===== src/rtl/operand_fetch_pkg.sv =====
// ============================================================================
// Module  : operand_fetch_pkg
// Brief   : Shared widths and operand-source encoding for the operand fetch stage.
// Revision: 1.0 - initial release
// ============================================================================
`default_nettype none

package operand_fetch_pkg;

  localparam int XLEN     = 32;
  localparam int REG_W    = 5;
  localparam int ROB_ID_W = 5;
  localparam int RS_ID_W  = 3;

  localparam int OPC_W    = 7;
  localparam int FUNCT7_W = 7;
  localparam int FUNCT3_W = 3;
  localparam int OP_W     = OPC_W + FUNCT7_W + FUNCT3_W;

  typedef enum logic [2:0] {
    SRC_ZERO = 3'd0,
    SRC_RF   = 3'd1,
    SRC_CDB  = 3'd2,
    SRC_ROB  = 3'd3,
    SRC_PEND = 3'd4
  } src_sel_e;

endpackage

`default_nettype wire


===== src/rtl/operand_fetch_if.sv =====
// ============================================================================
// Module  : operand_fetch_if
// Brief   : Registered instruction bundle from operand fetch to the RS.
// Revision: 1.0 - initial release
// ============================================================================
`default_nettype none

interface operand_fetch_if
  import operand_fetch_pkg::*;
#(
  parameter int XLEN     = operand_fetch_pkg::XLEN,
  parameter int NUM_SRC  = 2,
  parameter int ROB_ID_W = operand_fetch_pkg::ROB_ID_W,
  parameter int RS_ID_W  = operand_fetch_pkg::RS_ID_W
) ();

  logic                         out_valid_o;
  logic                         out_ready_i;
  logic [RS_ID_W-1:0]           out_rs_id_o;
  logic [ROB_ID_W-1:0]          out_rob_id_o;
  logic [OP_W-1:0]              out_op_o;
  logic [XLEN-1:0]              out_imm_o;
  logic [XLEN-1:0]              out_pc_o;
  logic [NUM_SRC-1:0]           out_rdy_o;
  logic [NUM_SRC*XLEN-1:0]      out_data_o;
  logic [NUM_SRC*ROB_ID_W-1:0]  out_tag_o;

  modport master (
    output out_valid_o, out_rs_id_o, out_rob_id_o, out_op_o, out_imm_o,
           out_pc_o, out_rdy_o, out_data_o, out_tag_o,
    input  out_ready_i
  );

  modport slave (
    input  out_valid_o, out_rs_id_o, out_rob_id_o, out_op_o, out_imm_o,
           out_pc_o, out_rdy_o, out_data_o, out_tag_o,
    output out_ready_i
  );

endinterface

`default_nettype wire


===== src/rtl/operand_fetch_resolve.sv =====
// ============================================================================
// Module  : operand_resolve
// Brief   : Single-operand priority resolve: x0, regfile, CDB bypass, ROB, pending.
// Revision: 1.0 - initial release
// ============================================================================
`default_nettype none

module operand_resolve
  import operand_fetch_pkg::*;
#(
  parameter int XLEN     = operand_fetch_pkg::XLEN,
  parameter int REG_W    = operand_fetch_pkg::REG_W,
  parameter int ROB_ID_W = operand_fetch_pkg::ROB_ID_W,
  parameter int NUM_CDB  = 1
) (
  input  logic                        use_i,
  input  logic [REG_W-1:0]            addr_i,
  input  logic                        rf_rdy_i,
  input  logic [XLEN-1:0]             rf_data_i,
  input  logic [ROB_ID_W-1:0]         rf_rid_i,
  input  logic                        rob_rdy_i,
  input  logic [XLEN-1:0]             rob_data_i,
  input  logic [NUM_CDB-1:0]          cdb_valid_i,
  input  logic [NUM_CDB*ROB_ID_W-1:0] cdb_rid_i,
  input  logic [NUM_CDB*XLEN-1:0]     cdb_data_i,
  output logic                        rdy_o,
  output logic [XLEN-1:0]             data_o,
  output logic [ROB_ID_W-1:0]         tag_o
);

  logic            cdb_hit;
  logic [XLEN-1:0] cdb_data;
  src_sel_e        sel;

  always_comb begin
    cdb_hit  = 1'b0;
    cdb_data = '0;
    // Scan high to low so the lowest matching bus is the one that sticks.
    for (int j = NUM_CDB - 1; j >= 0; j--) begin
      if (cdb_valid_i[j] && (cdb_rid_i[j*ROB_ID_W +: ROB_ID_W] == rf_rid_i)) begin
        cdb_hit  = 1'b1;
        cdb_data = cdb_data_i[j*XLEN +: XLEN];
      end
    end

    if (!use_i || (addr_i == '0)) sel = SRC_ZERO;
    else if (rf_rdy_i)            sel = SRC_RF;
    else if (cdb_hit)             sel = SRC_CDB;
    else if (rob_rdy_i)           sel = SRC_ROB;
    else                          sel = SRC_PEND;
  end

  always_comb begin
    rdy_o  = 1'b1;
    data_o = '0;
    tag_o  = '0;
    unique case (sel)
      SRC_RF:   data_o = rf_data_i;
      SRC_CDB:  data_o = cdb_data;
      SRC_ROB:  data_o = rob_data_i;
      SRC_PEND: begin
        rdy_o = 1'b0;
        tag_o = rf_rid_i;
      end
      default:  ;
    endcase
  end

endmodule

`default_nettype wire


===== src/rtl/operand_fetch.sv =====
// ============================================================================
// Module  : operand_fetch
// Brief   : Registered operand-fetch stage with CDB snooping while held for the RS.
// Revision: 1.0 - initial release
// ============================================================================
`default_nettype none

module operand_fetch
  import operand_fetch_pkg::*;
#(
  parameter int XLEN     = operand_fetch_pkg::XLEN,
  parameter int NUM_SRC  = 2,
  parameter int NUM_CDB  = 1,
  parameter int ROB_ID_W = operand_fetch_pkg::ROB_ID_W,
  parameter int RS_ID_W  = operand_fetch_pkg::RS_ID_W,
  parameter int REG_W    = operand_fetch_pkg::REG_W
) (
  input  logic                        clk,
  input  logic                        rst,
  input  logic                        flush_i,
  input  logic                        in_valid_i,
  output logic                        in_ready_o,
  input  logic [RS_ID_W-1:0]          in_rs_id_i,
  input  logic [ROB_ID_W-1:0]         in_rob_id_i,
  input  logic [OP_W-1:0]             in_op_i,
  input  logic [XLEN-1:0]             in_imm_i,
  input  logic [XLEN-1:0]             in_pc_i,
  input  logic [NUM_SRC-1:0]          in_use_i,
  input  logic [NUM_SRC*REG_W-1:0]    in_addr_i,
  output logic [NUM_SRC-1:0]          rf_re_o,
  output logic [NUM_SRC*REG_W-1:0]    rf_addr_o,
  input  logic [NUM_SRC-1:0]          rf_rdy_i,
  input  logic [NUM_SRC*XLEN-1:0]     rf_data_i,
  input  logic [NUM_SRC*ROB_ID_W-1:0] rf_rid_i,
  output logic [NUM_SRC*ROB_ID_W-1:0] rob_qid_o,
  input  logic [NUM_SRC-1:0]          rob_rdy_i,
  input  logic [NUM_SRC*XLEN-1:0]     rob_data_i,
  input  logic [NUM_CDB-1:0]          cdb_valid_i,
  input  logic [NUM_CDB*ROB_ID_W-1:0] cdb_rid_i,
  input  logic [NUM_CDB*XLEN-1:0]     cdb_data_i,
  operand_fetch_if.master             rs
);

  logic                        valid_q,  valid_d;
  logic [RS_ID_W-1:0]          rs_id_q,  rs_id_d;
  logic [ROB_ID_W-1:0]         rob_id_q, rob_id_d;
  logic [OP_W-1:0]             op_q,     op_d;
  logic [XLEN-1:0]             imm_q,    imm_d;
  logic [XLEN-1:0]             pc_q,     pc_d;
  logic [NUM_SRC-1:0]          rdy_q,    rdy_d;
  logic [NUM_SRC*XLEN-1:0]     data_q,   data_d;
  logic [NUM_SRC*ROB_ID_W-1:0] tag_q,    tag_d;

  logic [NUM_SRC-1:0]          acc_rdy,  snp_rdy;
  logic [NUM_SRC*XLEN-1:0]     acc_data, snp_data;
  logic [NUM_SRC*ROB_ID_W-1:0] acc_tag,  snp_tag;
  logic                        accept;

  assign in_ready_o = !rst && !flush_i && (!valid_q || rs.out_ready_i);
  assign accept     = in_valid_i && in_ready_o;
  assign rob_qid_o  = rf_rid_i;

  always_comb begin
    rf_re_o   = '0;
    rf_addr_o = '0;
    for (int k = 0; k < NUM_SRC; k++) begin
      rf_re_o[k] = !rst && in_valid_i && in_use_i[k];
      if (rf_re_o[k]) rf_addr_o[k*REG_W +: REG_W] = in_addr_i[k*REG_W +: REG_W];
    end
  end

  // Each source gets one resolver for the accept path and a second one that
  // re-snoops the held tag, with regfile and ROB forced not-ready.
  for (genvar k = 0; k < NUM_SRC; k++) begin : g_src
    operand_resolve #(
      .XLEN(XLEN), .REG_W(REG_W), .ROB_ID_W(ROB_ID_W), .NUM_CDB(NUM_CDB)
    ) u_acc (
      .use_i       (in_use_i[k]),
      .addr_i      (in_addr_i[k*REG_W +: REG_W]),
      .rf_rdy_i    (rf_rdy_i[k]),
      .rf_data_i   (rf_data_i[k*XLEN +: XLEN]),
      .rf_rid_i    (rf_rid_i[k*ROB_ID_W +: ROB_ID_W]),
      .rob_rdy_i   (rob_rdy_i[k]),
      .rob_data_i  (rob_data_i[k*XLEN +: XLEN]),
      .cdb_valid_i (cdb_valid_i),
      .cdb_rid_i   (cdb_rid_i),
      .cdb_data_i  (cdb_data_i),
      .rdy_o       (acc_rdy[k]),
      .data_o      (acc_data[k*XLEN +: XLEN]),
      .tag_o       (acc_tag[k*ROB_ID_W +: ROB_ID_W])
    );

    operand_resolve #(
      .XLEN(XLEN), .REG_W(REG_W), .ROB_ID_W(ROB_ID_W), .NUM_CDB(NUM_CDB)
    ) u_snoop (
      .use_i       (1'b1),
      .addr_i      ({REG_W{1'b1}}),
      .rf_rdy_i    (1'b0),
      .rf_data_i   ({XLEN{1'b0}}),
      .rf_rid_i    (tag_q[k*ROB_ID_W +: ROB_ID_W]),
      .rob_rdy_i   (1'b0),
      .rob_data_i  ({XLEN{1'b0}}),
      .cdb_valid_i (cdb_valid_i),
      .cdb_rid_i   (cdb_rid_i),
      .cdb_data_i  (cdb_data_i),
      .rdy_o       (snp_rdy[k]),
      .data_o      (snp_data[k*XLEN +: XLEN]),
      .tag_o       (snp_tag[k*ROB_ID_W +: ROB_ID_W])
    );
  end

  always_comb begin
    valid_d  = valid_q;
    rs_id_d  = rs_id_q;
    rob_id_d = rob_id_q;
    op_d     = op_q;
    imm_d    = imm_q;
    pc_d     = pc_q;
    rdy_d    = rdy_q;
    data_d   = data_q;
    tag_d    = tag_q;

    if (flush_i) begin
      valid_d  = 1'b0;
      rs_id_d  = '0;
      rob_id_d = '0;
      op_d     = '0;
      imm_d    = '0;
      pc_d     = '0;
      rdy_d    = '0;
      data_d   = '0;
      tag_d    = '0;
    end else if (accept) begin
      valid_d  = 1'b1;
      rs_id_d  = in_rs_id_i;
      rob_id_d = in_rob_id_i;
      op_d     = in_op_i;
      imm_d    = in_imm_i;
      pc_d     = in_pc_i;
      rdy_d    = acc_rdy;
      data_d   = acc_data;
      tag_d    = acc_tag;
    end else if (valid_q) begin
      if (rs.out_ready_i) begin
        valid_d = 1'b0;
      end else begin
        // An unresolved snoop miss reproduces rdy=0/data=0/tag, so copying is safe.
        for (int k = 0; k < NUM_SRC; k++) begin
          if (!rdy_q[k]) begin
            rdy_d[k]                      = snp_rdy[k];
            data_d[k*XLEN +: XLEN]         = snp_data[k*XLEN +: XLEN];
            tag_d[k*ROB_ID_W +: ROB_ID_W]  = snp_tag[k*ROB_ID_W +: ROB_ID_W];
          end
        end
      end
    end
  end

  always_ff @(posedge clk) begin
    if (rst) begin
      valid_q  <= 1'b0;
      rs_id_q  <= '0;
      rob_id_q <= '0;
      op_q     <= '0;
      imm_q    <= '0;
      pc_q     <= '0;
      rdy_q    <= '0;
      data_q   <= '0;
      tag_q    <= '0;
    end else begin
      valid_q  <= valid_d;
      rs_id_q  <= rs_id_d;
      rob_id_q <= rob_id_d;
      op_q     <= op_d;
      imm_q    <= imm_d;
      pc_q     <= pc_d;
      rdy_q    <= rdy_d;
      data_q   <= data_d;
      tag_q    <= tag_d;
    end
  end

  assign rs.out_valid_o  = valid_q;
  assign rs.out_rs_id_o  = rs_id_q;
  assign rs.out_rob_id_o = rob_id_q;
  assign rs.out_op_o     = op_q;
  assign rs.out_imm_o    = imm_q;
  assign rs.out_pc_o     = pc_q;
  assign rs.out_rdy_o    = rdy_q;
  assign rs.out_data_o   = data_q;
  assign rs.out_tag_o    = tag_q;

endmodule

`default_nettype wire


===== src/flat_wrapper.sv =====
// flat-port wrapper written by rule: the top's interface ports become plain ports
module operand_fetch_flat import operand_fetch_pkg::*;
#(
  parameter int XLEN     = operand_fetch_pkg::XLEN,
  parameter int NUM_SRC  = 2,
  parameter int NUM_CDB  = 1,
  parameter int ROB_ID_W = operand_fetch_pkg::ROB_ID_W,
  parameter int RS_ID_W  = operand_fetch_pkg::RS_ID_W,
  parameter int REG_W    = operand_fetch_pkg::REG_W
)
  (clk, rst, flush_i, in_valid_i, in_ready_o, in_rs_id_i, in_rob_id_i, in_op_i, in_imm_i, in_pc_i, in_use_i, in_addr_i, rf_re_o, rf_addr_o, rf_rdy_i, rf_data_i, rf_rid_i, rob_qid_o, rob_rdy_i, rob_data_i, cdb_valid_i, cdb_rid_i, cdb_data_i, rs_out_valid_o, rs_out_rs_id_o, rs_out_rob_id_o, rs_out_op_o, rs_out_imm_o, rs_out_pc_o, rs_out_rdy_o, rs_out_data_o, rs_out_tag_o, rs_out_ready_i);
  operand_fetch_if #(.XLEN(XLEN), .NUM_SRC(NUM_SRC), .ROB_ID_W(ROB_ID_W), .RS_ID_W(RS_ID_W)) rs_i ();
  input  logic clk;
  input  logic rst;
  input  logic flush_i;
  input  logic in_valid_i;
  output logic in_ready_o;
  input  logic [RS_ID_W-1:0] in_rs_id_i;
  input  logic [ROB_ID_W-1:0] in_rob_id_i;
  input  logic [OP_W-1:0] in_op_i;
  input  logic [XLEN-1:0] in_imm_i;
  input  logic [XLEN-1:0] in_pc_i;
  input  logic [NUM_SRC-1:0] in_use_i;
  input  logic [NUM_SRC*REG_W-1:0] in_addr_i;
  output logic [NUM_SRC-1:0] rf_re_o;
  output logic [NUM_SRC*REG_W-1:0] rf_addr_o;
  input  logic [NUM_SRC-1:0] rf_rdy_i;
  input  logic [NUM_SRC*XLEN-1:0] rf_data_i;
  input  logic [NUM_SRC*ROB_ID_W-1:0] rf_rid_i;
  output logic [NUM_SRC*ROB_ID_W-1:0] rob_qid_o;
  input  logic [NUM_SRC-1:0] rob_rdy_i;
  input  logic [NUM_SRC*XLEN-1:0] rob_data_i;
  input  logic [NUM_CDB-1:0] cdb_valid_i;
  input  logic [NUM_CDB*ROB_ID_W-1:0] cdb_rid_i;
  input  logic [NUM_CDB*XLEN-1:0] cdb_data_i;
  output wire logic [$bits(rs_i.out_valid_o)-1:0] rs_out_valid_o;
  output wire logic [$bits(rs_i.out_rs_id_o)-1:0] rs_out_rs_id_o;
  output wire logic [$bits(rs_i.out_rob_id_o)-1:0] rs_out_rob_id_o;
  output wire logic [$bits(rs_i.out_op_o)-1:0] rs_out_op_o;
  output wire logic [$bits(rs_i.out_imm_o)-1:0] rs_out_imm_o;
  output wire logic [$bits(rs_i.out_pc_o)-1:0] rs_out_pc_o;
  output wire logic [$bits(rs_i.out_rdy_o)-1:0] rs_out_rdy_o;
  output wire logic [$bits(rs_i.out_data_o)-1:0] rs_out_data_o;
  output wire logic [$bits(rs_i.out_tag_o)-1:0] rs_out_tag_o;
  input wire logic [$bits(rs_i.out_ready_i)-1:0] rs_out_ready_i;
  assign rs_out_valid_o = rs_i.out_valid_o;
  assign rs_out_rs_id_o = rs_i.out_rs_id_o;
  assign rs_out_rob_id_o = rs_i.out_rob_id_o;
  assign rs_out_op_o = rs_i.out_op_o;
  assign rs_out_imm_o = rs_i.out_imm_o;
  assign rs_out_pc_o = rs_i.out_pc_o;
  assign rs_out_rdy_o = rs_i.out_rdy_o;
  assign rs_out_data_o = rs_i.out_data_o;
  assign rs_out_tag_o = rs_i.out_tag_o;
  assign rs_i.out_ready_i = rs_out_ready_i;
  operand_fetch #(.XLEN(XLEN), .NUM_SRC(NUM_SRC), .NUM_CDB(NUM_CDB), .ROB_ID_W(ROB_ID_W), .RS_ID_W(RS_ID_W), .REG_W(REG_W)) u_core (.clk(clk), .rst(rst), .flush_i(flush_i), .in_valid_i(in_valid_i), .in_ready_o(in_ready_o), .in_rs_id_i(in_rs_id_i), .in_rob_id_i(in_rob_id_i), .in_op_i(in_op_i), .in_imm_i(in_imm_i), .in_pc_i(in_pc_i), .in_use_i(in_use_i), .in_addr_i(in_addr_i), .rf_re_o(rf_re_o), .rf_addr_o(rf_addr_o), .rf_rdy_i(rf_rdy_i), .rf_data_i(rf_data_i), .rf_rid_i(rf_rid_i), .rob_qid_o(rob_qid_o), .rob_rdy_i(rob_rdy_i), .rob_data_i(rob_data_i), .cdb_valid_i(cdb_valid_i), .cdb_rid_i(cdb_rid_i), .cdb_data_i(cdb_data_i), .rs(rs_i));
endmodule

===== config.mk =====
export PLATFORM = sky130hd
export DESIGN_NAME = operand_fetch_flat
export DESIGN_NICKNAME = d
export VERILOG_FILES = /design/src/rtl/operand_fetch_pkg.sv /design/src/rtl/operand_fetch_if.sv /design/src/rtl/operand_fetch_resolve.sv /design/src/rtl/operand_fetch.sv /design/src/flat_wrapper.sv
export SDC_FILE = /design/constraint.sdc
export NUM_CORES = 1
export LEC_CHECK = 0
export ABC_CLOCK_PERIOD_IN_PS = 3890
export BUFFER_PORTS_ARGS = -buffer_cell sky130_fd_sc_hd__buf_2
export CAP_MARGIN = 20
export CORE_AREA = 4 4 183 185
export DETAILED_ROUTE_END_ITERATION = 8
export DIE_AREA = 0 0 187 189
export MAX_ROUTING_LAYER = met4
export RECOVER_POWER = 100
export SLEW_MARGIN = 20
export SYNTH_ARGS = -nofsm -noshare
export SYNTH_HDL_FRONTEND = slang
export SYNTH_SLANG_ARGS = --single-unit

===== constraint.sdc =====
create_clock -name clk -period 3.89 [get_ports clk]
set_clock_uncertainty 0.15 [all_clocks]
set_input_delay 0.389 -clock clk [delete_from_list [all_inputs] [get_ports clk]]
set_output_delay 0.389 -clock clk [all_outputs]
set_load 0.01 [all_outputs]

==> results of run 1 <==
-- worst min-delay path, cell delays in order --
cell and delay (ns):
buf_2 0.07, nand2_1 0.07, nand2_1 0.06
-- cell type report --
type / count / share of cell area [%]
tap: 408 / 4.48
timing repair buffer: 578 / 27.4
antenna: 1 / 0.0219
clock buffer: 17 / 3.73
sequential: 166 / 29.1
multi-input combinational: 667 / 34.0
clock inverter: 14 / 1.11
inverter: 2 / 0.0658
-- per-layer routing --
metal | global-route usage (%) | vias to the layer above
met5 | - | -
met4 | 9.70 | 0
met3 | 6.60 | 70
met2 | 33.2 | 494
met1 | 22.8 | 4219
li1 | - | 4319
-- state kept, by name (all words and copies together) (netlist names) --
| register | cells |
|---|---|
| u_core.rs.out_data_o | 64 |
| u_core.rs.out_imm_o | 32 |
| u_core.rs.out_pc_o | 32 |
| u_core.rs.out_op_o | 17 |
| u_core.rs.out_tag_o | 10 |
| u_core.rs.out_rob_id_o | 5 |
| u_core.rs.out_rs_id_o | 3 |
| u_core.rs.out_rdy_o | 2 |
| u_core.rs.out_valid_o | 1 |
-- worst paths after layout --
check                                              to  depth (start not counted)
hold / removal     u_core.rs.out_op_o[3]$_SDFFE_PP0P_                          3
setup reg to reg  u_core.rs.out_tag_o[5]$_SDFFE_PP0P_                          6
hold reg to reg   u_core.rs.out_pc_o[23]$_SDFFE_PP0P_                          2
setup / recovery  u_core.rs.out_tag_o[5]$_SDFFE_PP0P_                          6
-- power breakdown --
| group | internal (mW) | switching, mW | leakage [nW] | total, mW |
|---|---|---|---|---|
| combinational | 0.296 | 0.372 | 3.34 | 0.668 |
| sequential | 1.76 | 0.0329 | 1.35 | 1.79 |
| clock | 0.880 | 0.759 | 0.258 | 1.64 |
| total | 2.93 | 1.16 | 4.95 | 4.10 |
-- kinds of logic after synthesis --
| kind of cell | Yosys count | synth area share [%] |
|---|---|---|
| simple gates | 462 | 27.3 |
| compound gates | 185 | 20.5 |
| flops | 166 | 44.0 |
| buf+inv | 93 | 5.88 |
| xor+xnor | 20 | 2.32 |
-- cells in the mapped netlist, types with 4 or more instances --
cell type and n:
nor3_1 69, dfxtp_1 166, buf_2 12, xor2_1 8, buf_1 12, a211oi_1 33, a22oi_1 38, nand3_1 93
nor2_1 84, a221oi_1 32, nand2_1 184, buf_4 13, and2_1 11, a221o_1 32, a22oi_2 4, buf_6 4
clkbuf_1 49, a21o_1 32, xnor2_1 12
==> metrics.txt, run 1 <==
worst hold margin=around 0.038 ns; crit share post-route=79.9%; worst-path cell chain=nand2b_1 -> and3_4 -> clkbuf_2 -> a21oi_1 -> a22oi_1 -> nor2_1; max incr delay on CP=1.01 ns; top cell type by total area after synthesis=dfxtp_1; Placer Congestion=0.873; largest net degree at the start of global routing=65; Final ANT Viol Nets=0; Longest Clk Path Bufs=2; Synth async-reset ratio=0%; drc violations=0; first-pass GRT wire length=54.3 mm; Worst Path Arrival=3.28 ns; Seq cells post-synth=166; Buf/Inv on CP=1; die area=0.0353 mm²; via count=between 9000 and 10000; IO buf count=474; critical path fanouts, max=59; CTS tree=done; fmax=322 MHz; Setup CP Type=reg -> reg; area fraction of the dominant cell type after synthesis=44.0%; Synth cell types=between 40 and 50; CTS Buf Count=17; Setup TNS=0 ns; number of buffers added for setup after CTS=0; syn nets=1212; Max IR drop VDD=about 0.27 mV; critical path's slowest cell=clkbuf_2; Final Hold Fails=0; met3 WL=roughly 3.2 mm; M1 WL=14.3 mm; Max Slew Vio Count=0; Inst Count DP=1736; wire length per cell=19.6 µm; CTS Sinks=166; Crit. Startpoint=u_core.rs.out_valid_o$_SDFF_PP0_; Syn Area/Cell=8.16 µm²; Filler cells=approximately 3400; Layout Area Growth over Synthesis=51.0%; initial antenna violation count=2; Yosys warning total=0; Tmin final=~3.1 ns; commonest non-fill, non-tap cell in the layout=buf_2; GRT Overall Usage=roughly a fifth; Cell Count, Final, Fillers Out=1853; Max transition margin=~9.1%; CTS resizes=0; clk slew on worst S/H paths=0.07 ns; worst hold path class=in -> reg; Setup Viol. Count Final=0; CTS Hold Bufs=85; worst r2r src=u_core.rs.out_valid_o$_SDFF_PP0_; # H-tree levels=4; vias in the first global route=between 9000 and 10000; Starting Density=23.6%; grt ovf=0; total I/O pin count=475; Critical Path Sink Type=flop; main flop type after synthesis=dfxtp_1; cell area after layout=0.0114 mm²; worst slew pin tran=1.36 ns; share of layout cells above drive strength 1=25.1%; dpl ws=around 0.84 ns; FP Rows=66; mapped cell area=0.00755 mm²; leak pwr=4.95 nW; drt first pass iters=5; status=completed; CP startpoint kind=flop; met2 WL=approximately 17 mm; hpwl dp=27.1 mm; setup ws final=0.782 ns; critical path required time=4.06 ns; Die H=189 µm; max-capacitance violation count=0; Overall Power=between 4 and 5 mW; Seq/Total Area, Yosys=44.0%; die width=187 µm; Reg area=0.00332 mm²; DR iter-0 viols=433; Post-DP Area=approximately 0.010 mm²; Mapped Cells=926; WL final=36.3 mm; Top delay family on crit path=buffers and inverters; Util after Layout=35.6%; Worst-Skew Late Latency=about 0.44 ns; area of the multi-input gates=between 0.003 and 0.004 mm²; reg-to-reg slack, setup=a little under 0.8 ns; max layer used=met4; Core Footprint=0.0320 mm²; most frequent cells in the layout=buf_2 (293), nand2_1 (184), clkbuf_1 (181); number of synthesized flops with an enable pin=0; root buf cell=clkbuf_16; leading post-synthesis cells by cell area=dfxtp_1 (44%), nand2_1 (9.1%), nand3_1 (6.2%); RSZ-0062 raised after global routing=no; pwr dens=359 mW/mm²; nets@finish=1718; Hold Startpoint=in_op_i[3]; post-DR vias/cell=4.91
Power figures use the tool's default switching activity.
==> run 2: changes to the inputs <==
Settings changed: ABC_CLOCK_PERIOD_IN_PS 3890 to 3100, CORE_AREA 4 4 183 185 to 4 4 184 186, DIE_AREA 0 0 187 189 to 0 0 188 190.
Clock period 3.89 ns to 3.1 ns, I/O delays scaled along.
==> run 2 against run 1 <==
Against the previous run: non-clock buffer count up 33; worst setup slack got worse by 0.56 ns; first-iteration DRC count rose by 8.3%; global-route usage is 0.60 points lower; clock power up 29%; via count increased by 0.46%; routed wire length down 0.58%; critical path type is now in -> reg; largest power group unchanged; highest routed layer unchanged.
==> metrics.txt, run 2 (synthesis gave the netlist of run 1 again) <==
Final ANT Viol Nets=0 (unchanged); area of the multi-input gates=0.00389 mm² (+0.48%); die width=188 µm (+0.53%); root buf cell=clkbuf_16; setup ws final=0.219 ns (-0.564 ns); clk slew on worst S/H paths=0.07 ns (about the same); critical path required time=3.27 ns (-0.79 ns); post-DR vias/cell=4.76 (-3.1%); crit share post-route=92.9%; Placer Congestion=0.841 (-3.7%); die area=0.0357 mm² (+1.1%); Critical Path Sink Type=flop; Worst Path Arrival=3.06 ns (-0.22 ns); first-pass GRT wire length=53.4 mm (-1.7%); via count=9144 (+0.46%); Starting Density=23.4% (-0.18 points); # H-tree levels=4 (unchanged); critical path's slowest cell=dlygate4sd3_1; nets@finish=1751 (+1.9%); initial antenna violation count=2 (unchanged); total I/O pin count=475 (unchanged); hpwl dp=26.7 mm (-1.3%); grt ovf=0 (unchanged); FP Rows=66 (unchanged); commonest non-fill, non-tap cell in the layout=buf_2; worst slew pin tran=1.31 ns (-0.0500 ns); WL final=36.1 mm (-0.58%); DR iter-0 viols=469 (+8.3%); Setup TNS=0 ns (unchanged); Max IR drop VDD=0.362 mV (+33%); CTS Buf Count=17 (unchanged); Max transition margin=12.5% (+3.3 points); Longest Clk Path Bufs=2 (unchanged); worst hold path class=in -> reg; IO buf count=474 (unchanged); max reg flops=64 (unchanged); drt first pass iters=5 (unchanged); R2R depth=8 (+2); wire length per cell=18.8 µm (-4.1%); WHS Path Cells=3 (unchanged); max-capacitance violation count=0 (unchanged); Core Footprint=0.0323 mm² (+0.77%); Setup Viol. Count Final=0 (unchanged); CP startpoint kind=input port; pwr dens=444 mW/mm² (+23%); share of layout cells above drive strength 1=25.3% (+0.25 points); Reg area=0.00332 mm² (unchanged); dpl ws=0.185 ns (-0.653 ns); Max Slew Vio Count=0 (unchanged); status=completed; Filler cells=3403 (-0.41%); Top delay family on crit path=simple AND/OR/NAND/NOR gates; most frequent cells in the layout=buf_2 (292), nand2_1 (184), clkbuf_1 (184); Buf/Inv on CP=3 (+2); CTS Sinks=166 (unchanged); fmax=347 MHz; critical path fanouts, max=12 (-80%); Final Hold Fails=0 (unchanged); leak pwr=5.11 nW (+3.2%); CTS tree=done; Die H=190 µm (+0.53%); Worst-Skew Late Latency=0.44 ns (about the same); Crit path depth=9 (+3); largest net degree at the start of global routing=65 (unchanged); max incr delay on CP=0.54 ns (-0.47 ns); Layout Area Growth over Synthesis=56.3%; GRT Overall Usage=19.8% (-0.60 points); RSZ-0062 raised after global routing=no; vias in the first global route=9202 (-0.85%); drc violations=0 (unchanged); Tmin final=2.88 ns; worst-path cell chain=dlygate4sd3_1 -> clkbuf_1 -> xor2_1 -> nor4_1 -> nand3_1 -> and3_2 -> buf_4 -> a221oi_1 -> nor3_1; Setup CP Type=in -> reg
-- run 2: cell types whose count changed in the layout (fill, tap and decap cells not counted), moves of 2 or more --
cell / previous run / this run
and2_0: 8 / 6
and2_1: 3 / 5
buf_12: 0 / 2
buf_4: 15 / 24
clkbuf_1: 181 / 184
clkinv_2: 3 / 0
clkinv_4: 2 / 4
clkinvlp_4: 5 / 3
dlygate4sd3_1: 85 / 105
inv_8: 0 / 2
-- run 2: per-stage QoR --
stage               hold slack, ns  utilization, %  instance area (µm²)  std cells  total power, mW
detailed placement           0.291            32.3                10400       1783             3.08
finish                      0.0384            36.6                11800       1921             5.24
CTS                        0.00285            37.3                12000       1919             5.35
global route                0.0101            36.6                11800       1921             5.48
global placement             0.288            32.3                10400       1783             3.07
floorplan                    0.259               -                 7550        926             2.65
-- run 2: worst paths after layout --
kind                                           from                                      to  slack, ns
min                                   cdb_data_i[9]    u_core.rs.out_data_o[9]$_SDFFE_PP0P_       0.04
min reg2reg  u_core.rs.out_rob_id_o[0]$_SDFFE_PP0P_  u_core.rs.out_rob_id_o[0]$_SDFFE_PP0P_       0.30
max                                     rf_rid_i[5]   u_core.rs.out_data_o[45]$_SDFFE_PP0P_       0.22
max reg2reg        u_core.rs.out_valid_o$_SDFF_PP0_   u_core.rs.out_data_o[26]$_SDFFE_PP0P_       0.35
-- run 2: metal layers --
metal  GRT usage [%]  routed length, µm
met2            32.8              17700
met1            22.5              14300
met3            5.23               2620
met4            9.03               1460
met5               -                  0
-- run 2: what timing repair did --
| action | 4_1_cts | 5_1_grt |
|---|---|---|
| hold buffers | 105 | 0 |
| resized for setup | 0 | 3 |
| endpoints found under the hold margin | 107 | 0 |
| endpoints found under the setup margin | 0 | 2 |
| setup buffers | 0 | 0 |
-- run 2: worst min-delay path, cell delays in order --
cell and delay, ns:
buf_2 0.12, a22oi_1 0.09, nor2_1 0.08
-- run 2: power by group --
group          leakage (nW)  switching, mW  internal, mW
Combinational          3.49          0.475         0.401
Sequential             1.35         0.0394          2.20
Clock                 0.271          0.993          1.13
-- run 2: cell type report --
class | instances | share of cell area (%)
clock inverters | 14 | 1.23
diodes | 2 | 0.0424
inverters | 2 | 0.0636
multi-input cells | 667 | 33.0
clock buffers | 17 | 3.60
well taps | 442 | 4.69
repair buffers | 611 | 29.2
flip-flops and latches | 166 | 28.2
==> run 3: changes to the inputs <==
==> constraint.sdc (replaced) <==
create_clock -name clk -period 3.1 [get_ports clk]
set_clock_uncertainty 0.15 [all_clocks]
set_input_delay 0.155 -clock clk [delete_from_list [all_inputs] [get_ports clk]]
set_output_delay 0.155 -clock clk [all_outputs]
set_load 0.01 [all_outputs]
==> run 3 against run 2 <==
Against the previous run: final cell count is 8.1% higher; highest routed layer unchanged; largest power group unchanged; combinational power is 20% higher; clock power is 5% higher.
==> metrics.txt, run 3 (synthesis gave the netlist of run 1 again) <==
status=completed; max incr delay on CP=0.57 ns (+0.03 ns); Top delay family on crit path=buffers and inverters; worst r2r src=u_core.rs.out_valid_o$_SDFF_PP0_; crit share post-route=95.1% (+2.1 points); max-capacitance violation count=0 (unchanged); Final ANT Viol Nets=0 (unchanged); total I/O pin count=475 (unchanged); critical path's slowest cell=dlygate4sd3_1; switching power total=1.55 mW (+2.6%); CTS tree=done; Buf/Inv on CP=4 (+1); Reg power frac=40.7% (-2.1 points); Hold Startpoint=rf_data_i[48]; IO buf count=474 (unchanged); Comb power frac=19.1% (+2.4 points); Cell Count, Final, Fillers Out=2077 (+8.1%); wire length per cell=18.8 µm (about the same); clk slew on worst S/H paths=0.07 ns (about the same); Crit. Startpoint=rf_rid_i[4]; via count=10141 (+11%); # H-tree levels=4 (unchanged); worst slew pin tran=1.13 ns (-0.182 ns); DR iter-0 viols=627 (+34%); WL final=39.0 mm (+8.1%); CP startpoint kind=input port; leak pwr=5.72 nW (+12%); hpwl dp=26.1 mm (-2.3%); Core Footprint=0.0323 mm² (unchanged); die width=188 µm (unchanged); Setup CP Type=in -> reg; Worst Path Arrival=3.13 ns (+0.07 ns); number of buffers added for setup after CTS=0 (unchanged); critical path fanouts, max=32 (+20); commonest non-fill, non-tap cell in the layout=buf_2; GRT Overall Usage=21.4% (+1.6 points); Setup TNS=0 ns (unchanged); Filler cells=3201 (-5.9%); FP Rows=66 (unchanged); grt ovf=0 (unchanged); die area=0.0357 mm² (unchanged); nets@finish=1906 (+8.9%); worst hold path class=in -> reg; crit-path most repeated cell=dlygate4sd3_1; vias in the first global route=10394 (+13%); root buf cell=clkbuf_16; Final Hold Fails=0 (unchanged); Int Power=3.97 mW (+6.4%); fmax=339 MHz (-2.3%); post-DR vias/cell=4.88 (+2.6%); share of layout cells above drive strength 1=22.9% (-2.4 points); Placer Congestion=0.875 (+4.0%); drc violations=0 (unchanged); most frequent cells in the layout=buf_2 (294), dlygate4sd3_1 (264), nand2_1 (184); initial antenna violation count=2 (unchanged); Max Slew Vio Count=0 (unchanged); Setup Viol. Count Final=0 (unchanged); Max IR drop VDD=0.376 mV (+3.8%); Clk pwr share=40.2% (-0.3 points); Worst-Skew Late Latency=0.44 ns (about the same); Starting Density=23.4% (unchanged); Layout Area Growth over Synthesis=77.8%; max reg flops=64 (unchanged); Die H=190 µm (unchanged); pwr dens=411 mW/mm² (-7.4%); Inst Count DP=1778 (-0.28%); Net Sw Frac=28.0% (-0.74 points); CTS Buf Count=17 (unchanged); Tmin final=2.95 ns (+0.0665 ns); Critical Path Sink Type=flop; largest net degree at the start of global routing=66 (+1.5%); Max transition margin=24.6% (+12 points); RSZ-0062 raised after global routing=no; CTS Sinks=166 (unchanged); drt first pass iters=5 (unchanged); critical path required time=3.28 ns (about the same); worst-path cell chain=dlygate4sd3_1 -> clkbuf_1 -> xor2_1 -> nor4_4 -> a311oi_4 -> buf_4 -> a221o_1 -> dlygate4sd3_1 -> a22oi_1 -> nor2_1; Longest Clk Path Bufs=2 (unchanged); first-pass GRT wire length=58.4 mm (+9.4%)
-- run 3: worst reg2reg max path, delay by kind of cell (launching register included) --
kind            cells  cell delay [ns]
simple gates        3             0.46
buf+inv             3             1.23
flops               1             0.33
compound gates      2             0.47
-- run 3: metal layers --
layer / vias up / part of all wire, % / global-route usage [%]
met4: 0 / 5.1 / 11.8
met2: 640 / 49 / 36.1
met3: 110 / 7.4 / 4.83
met5: - / 0 / -
met1: 4704 / 39 / 23.5
li1: 4687 / - / -
-- run 3: area by class of cell --
class / instances / area, µm² / area share, %
inverter: 2 / 7.51 / 0.0559
sequential: 166 / 3320 / 24.7
multi-input combinational: 667 / 3890 / 29.0
clock buffer: 18 / 439 / 3.27
clock inverter: 14 / 166 / 1.24
antenna: 2 / 5.00 / 0.0373
tap: 442 / 553 / 4.12
timing repair buffer: 766 / 5040 / 37.6
-- run 3: power groups by stage --
stage | logic (mW) | clock network (mW) | registers [mW]
after floorplan | 0.330 | 0 | 2.32
after global placement | 0.783 | 0 | 2.29
after detailed placement | 0.788 | 0 | 2.29
after CTS | 1.05 | 2.29 | 2.24
after global routing | 1.14 | 2.36 | 2.25
final | 1.05 | 2.22 | 2.24
-- run 3: what timing repair did --
item | CTS | global route
hold buffers | 264 | 0
setup endpoints to repair | 0 | 19
resized for setup | 0 | 1
endpoints found under the hold margin | 166 | 0
-- run 3: final timing paths --
check / endpoint / cells past startpoint / slack, ns
setup / recovery: u_core.rs.out_data_o[26]$_SDFFE_PP0P_ / 10 / 0.15
hold / removal: u_core.rs.out_data_o[48]$_SDFFE_PP0P_ / 4 / 0.03
setup reg to reg: u_core.rs.out_tag_o[6]$_SDFFE_PP0P_ / 8 / 0.35
hold reg to reg: u_core.rs.out_imm_o[8]$_SDFFE_PP0P_ / 2 / 0.30
-- run 3: per-stage QoR --
step	worst slack, ns	util, %	total power [mW]	hold WS [ns]	instance area, µm²
6_report	0.152	41.6	5.52	0.0315	13400
2_1_floorplan	1.03	-	2.65	0.104	7550
4_1_cts	0.120	42.2	5.59	0.00663	13600
3_3_place_gp	0.262	32.1	3.07	0.187	10400
5_1_grt	0.0191	41.6	5.74	0.0841	13400
3_5_place_dp	0.208	32.2	3.07	0.189	10400
